<file path="config.mk">
export PLATFORM = sky130hd
export DESIGN_NAME = fifo_rd_stream
export DESIGN_NICKNAME = d
export VERILOG_FILES = /design/src/rtl/fifo_rd_stream_pkg.sv /design/src/rtl/fifo_rd_stream_skid2.sv /design/src/rtl/fifo_rd_stream.sv
export SDC_FILE = /design/constraint.sdc
export NUM_CORES = 1
export LEC_CHECK = 0
export CORE_MARGIN = 1.5
export CORE_UTILIZATION = 65
export CTS_CLUSTER_SIZE = 8
export DETAILED_ROUTE_END_ITERATION = 12
export DONT_BUFFER_PORTS = 1
export PLACE_DENSITY_LB_ADDON = 0.12
export REMOVE_ABC_BUFFERS = 1
export SKIP_LAST_GASP = 1
export SYNTH_ARGS = -nofsm -noshare
export SYNTH_HDL_FRONTEND = slang
export SYNTH_SLANG_ARGS = --single-unit
export TNS_END_PERCENT = 1
</file>
<file path="constraint.sdc">
create_clock -name clk -period 5.04 [get_ports clk]
set_input_delay 1.008 -clock clk [delete_from_list [all_inputs] [get_ports clk]]
set_output_delay 1.008 -clock clk [all_outputs]
set_load 0.01 [all_outputs]
</file>
<file path="src/rtl/fifo_rd_stream_pkg.sv">
// Shared constants for the read-side FIFO stream consumer: data width default,
// occupancy encodings and the RAM read latency that sizes the skid buffer.
package fifo_rd_stream_pkg;

   localparam int DATA_WIDTH_DEF = 32;
   localparam int READ_LAT       = 1;

   localparam logic [1:0] OCC_EMPTY = 2'd0;
   localparam logic [1:0] OCC_ONE   = 2'd1;
   localparam logic [1:0] OCC_TWO   = 2'd2;

   // Projected occupancy after this cycle: held entries plus the arriving word minus the one leaving.
   function automatic logic [2:0] next_load(input logic [1:0] occ, input logic inflight, input logic deq);
      return {1'b0, occ} + {2'b00, inflight} - {2'b00, deq};
   endfunction

endpackage

</file>
<file path="src/rtl/fifo_rd_stream_skid2.sv">
// Two-entry head/tail skid buffer with an EMPTY/ONE/TWO occupancy FSM;
// only the head entry is ever presented downstream.
module stream_skid2
   import fifo_rd_stream_pkg::*;
#(
   parameter int DATA_WIDTH = DATA_WIDTH_DEF
) (
   input  logic                  clk,
   input  logic                  rst,
   input  logic                  push,
   input  logic [DATA_WIDTH-1:0] push_data,
   input  logic                  ready,
   output logic                  valid,
   output logic [DATA_WIDTH-1:0] data,
   output logic [1:0]            occ
);

   logic [DATA_WIDTH-1:0] head;
   logic [DATA_WIDTH-1:0] tail;
   logic                  deq;

   assign valid = (occ != OCC_EMPTY);
   assign data  = head;
   assign deq   = valid && ready;

   always_ff @(posedge clk) begin
      if (rst) begin
         occ  <= OCC_EMPTY;
         head <= '0;
         tail <= '0;
      end else begin
         case (occ)
            OCC_EMPTY: begin
               if (push) begin
                  head <= push_data;
                  occ  <= OCC_ONE;
               end
            end
            OCC_ONE: begin
               if (push && deq) begin
                  head <= push_data;
               end else if (push) begin
                  tail <= push_data;
                  occ  <= OCC_TWO;
               end else if (deq) begin
                  occ <= OCC_EMPTY;
               end
            end
            OCC_TWO: begin
               // A simultaneous arrival here means a pop slipped through; keep it rather than drop it.
               if (deq) begin
                  head <= tail;
                  if (push) begin
                     tail <= push_data;
                  end else begin
                     occ <= OCC_ONE;
                  end
               end
            end
            default: occ <= OCC_EMPTY;
         endcase
      end
   end

   always_ff @(posedge clk) begin
      if (!rst) begin
         assert (!(occ == OCC_TWO && push && !deq));
      end
   end

endmodule

</file>
<file path="src/rtl/fifo_rd_stream.sv">
// Read-domain FIFO consumer: issues pops, absorbs the 1-cycle RAM read latency
// and streams words out through a 2-entry skid buffer, counting deliveries.
module fifo_rd_stream
   import fifo_rd_stream_pkg::*;
#(
   parameter int DATA_WIDTH = DATA_WIDTH_DEF,
   parameter int CNT_WIDTH  = 16
) (
   input  logic                  clk,
   input  logic                  rst,
   input  logic                  fifo_empty,
   output logic                  fifo_pop,
   input  logic [DATA_WIDTH-1:0] fifo_rdata,
   output logic                  m_valid,
   output logic [DATA_WIDTH-1:0] m_data,
   input  logic                  m_ready,
   output logic [CNT_WIDTH-1:0]  word_cnt,
   output logic                  busy
);

   localparam int BUF_DEPTH = READ_LAT + 1;

   logic       inflight;
   logic       deq;
   logic [1:0] occ;
   logic [2:0] load;

   assign deq  = m_valid && m_ready;
   assign load = next_load(occ, inflight, deq);

   // Only pop when the word returning next cycle is guaranteed a free slot.
   assign fifo_pop = !rst && !fifo_empty && (load < 3'(BUF_DEPTH));
   assign busy     = (occ != OCC_EMPTY) || inflight;

   always_ff @(posedge clk) begin
      if (rst) begin
         inflight <= 1'b0;
         word_cnt <= '0;
      end else begin
         inflight <= fifo_pop;
         if (deq) begin
            word_cnt <= word_cnt + CNT_WIDTH'(1);
         end
      end
   end

   stream_skid2 #(
      .DATA_WIDTH(DATA_WIDTH)
   ) u_skid (
      .clk       (clk),
      .rst       (rst),
      .push      (inflight),
      .push_data (fifo_rdata),
      .ready     (m_ready),
      .valid     (m_valid),
      .data      (m_data),
      .occ       (occ)
   );

endmodule

</file>
==> results.sh <==
export IMPL_outcome="finished clean"
export IMPL_num_rows=26
export IMPL_finalSetupViolCount=0
export IMPL_port_buffer_count=0
export IMPL_overflow=0
export IMPL_num_antenna_cells=0
export IMPL_slew_headroom_pct=28.6
export IMPL_tritoncts_num_sinks=83
export IMPL_area_growth_syn_to_layout_pct=6.88
export IMPL_period_needed_ps=3590
export IMPL_post_cts_buffers=0
export IMPL_ys_ff_latch=83
export IMPL_place_congestion=0.793
export IMPL_max_cap_violations=0
export IMPL_coreArea_sq_mm=0.00514
export IMPL_ys_warn_count=0
export IMPL_via_per_inst=5.85
export IMPL_hold_ws_ps=496
export IMPL_synthFlopType="dfxtp_1"
export IMPL_numCtsBuffers=9
export IMPL_top_layer_used="met4"
export IMPL_final_hold_violation_count=0
export IMPL_slew_violations=0
export IMPL_timing_fmax_mhz=279
export IMPL_dpl_hpwl_um=4100
export IMPL_clock_latency_ps=350
export IMPL_endpoint_kind="output pin"
export IMPL_cts_resized=0
export IMPL_power_density_mw_per_mm2=373
export IMPL_startpoint_type="register"
export IMPL_layout_setup_ws_ps=1450
export IMPL_grt_pass1_vias=2420
export IMPL_rsz0062_at_grt="no"
export IMPL_wl_per_cell_um=15.6
export IMPL_ys_seq_area_share_pct=47.6
export IMPL_fin_nets=380
export IMPL_cts_max_level=3
export IMPL_wl_met1_um=2710
export IMPL_synth_edf_count=0
export IMPL_syn_area_per_cell_sq_um=9.83
export IMPL_die_h_um=76.3
export IMPL_track_usage_pct=23.5
export IMPL_cts_tree="built"
export IMPL_cts_root_buf="clkbuf_8"
export IMPL_crit_type="reg2out"
export IMPL_route_met2_wl_um=3130
export IMPL_clk_pin_slew_ps=80
export IMPL_vias=2440
export IMPL_start_util_pct=67.9
export IMPL_synth_cells=355
export IMPL_ctsHoldBuffers=0
export IMPL_hold_path_class="reg2reg"
export IMPL_die_w_um=76.3
export IMPL_final_common_cell="dfxtp_1"
export IMPL_ctsLongestPathBuffers=2
export IMPL_drc=0
export IMPL_final_cell_mix="83 x dfxtp_1, 79 x nor2_1, 67 x mux2i_1"
export IMPL_drtAntennaViolNets=0
export IMPL_fp_dieArea_sq_mm=0.00582
export IMPL_drt_total_wl_um=6520
export IMPL_finalCritPeriodShare_pct=71.2
export IMPL_synth_cell_types=38
export IMPL_fin_worst_skew_ps=6.22
export IMPL_drtIter0Drc=102
export IMPL_seqCellArea_sq_mm=0.00166
export IMPL_synthArstFlopShare_pct=0
export IMPL_drive_gt1_share_pct=7.49
export IMPL_ios=87
export IMPL_antenna_found_initial=0
export IMPL_ir_drop_mv=0.257
export IMPL_grt_max_degree=85
export IMPL_finalSetupTns_ps=0
export IMPL_multi_input_area_sq_mm=0.00171
export IMPL_route_met3_wl_um=560
export IMPL_worst_pin_slew_ps=1070
export IMPL_cp_max_fo=14
export IMPL_fillCellCount=415
export IMPL_dp_slack_ps=1530
export IMPL_required_ps=4030
export IMPL_grt_pass1_wl_um=11000
export IMPL_mappedNetlistArea_sq_mm=0.00349
export IMPL_crit_arrival_ps=2580
export IMPL_first_pass_iters=4
export IMPL_p_leak_nw=1.77
-- state kept, by name, summed over array words and instances (netlist names) --
name / cells
inflight: 1
u_skid.occ: 2
u_skid.data: 32
u_skid.tail: 32
word_cnt: 16
-- cells in the mapped netlist (2+ instances only) --
cell	n	area (sq um)
nand3_1	4	20.0
nor4_1	2	12.5
nor2b_1	3	18.8
a21oi_1	6	30.0
nand4_1	2	12.5
nor4b_1	2	17.5
nor2_1	79	297
xnor2_1	5	43.8
clkbuf_1	13	48.8
nand2_1	7	26.3
nor3_1	3	15.0
xor2_1	7	61.3
buf_4	3	22.5
mux2i_1	67	671
dfxtp_1	83	1660
buf_2	10	50.1
o21ai_0	4	20.0
a211oi_1	32	240
or3_1	4	25.0
-- worst max-delay path, stage by stage, from the launching register on --
cell     delay [ps]
dfxtp_1         660
and3b_1         360
o21ai_0         140
fa_1            400
xor2_1          170
nor4b_1         510
-- through the flow --
| step | area (sq um) | utilization (%) | total power, W | cells |
|---|---|---|---|---|
| after floorplan | 3370 | - | 0.000809 | 329 |
| after global placement | 3480 | 67.7 | 0.000826 | 401 |
| after detailed placement | 3480 | 67.7 | 0.000830 | 401 |
| after CTS | 3730 | 72.6 | 0.00140 | 417 |
| after global routing | 3730 | 72.6 | 0.00145 | 417 |
| final | 3730 | 72.6 | 0.00139 | 417 |
-- cell type report --
class / count / share of cell area (%)
sequential: 83 / 44.5
tap: 70 / 2.35
clock buffer: 10 / 3.69
timing repair buffer: 2 / 0.402
multi-input combinational: 245 / 45.9
clock inverter: 6 / 2.98
inverter: 1 / 0.101
-- routing by layer --
layer / GRT usage (%) / vias up
li1: - / 1218
met1: 26.8 / 1129
met2: 38.3 / 80
met3: 8.98 / 13
met4: 12.2 / 0
met5: 0 / -
-- worst paths after layout --
kind	startpoint	to	slack, ps	depth (start not counted)
max	u_skid.occ[1]$_SDFFE_PP0P_	fifo_pop	1450	5
min	u_skid.tail[20]$_SDFFE_PP0P_	u_skid.tail[20]$_SDFFE_PP0P_	500	2
max reg2reg	u_skid.occ[1]$_SDFFE_PP0P_	u_skid.data[14]$_SDFFE_PP0P_	2830	5
min reg2reg	u_skid.tail[20]$_SDFFE_PP0P_	u_skid.tail[20]$_SDFFE_PP0P_	500	2
-- report_power, final --
| part | internal, W | switching (W) |
|---|---|---|
| combinational | 0.0000401 | 0.0000485 |
| sequential | 0.000688 | 0.0000372 |
| clock | 0.000343 | 0.000235 |
-- cells by family (layout without fill, tap and decap cells) --
group	count (synthesis)	after routing	synth area share, %
AOI/OAI and AO/OA	49	49	10.8
xor gates and xnor gates	12	12	3.01
adders and majority gates	2	2	0.932
buffers and inverters	27	19	3.58
DFF	83	83	47.6
muxes	67	67	19.2
and+or+nand+nor	115	115	14.9
Note: power is estimated with default switching activity, not from simulation.
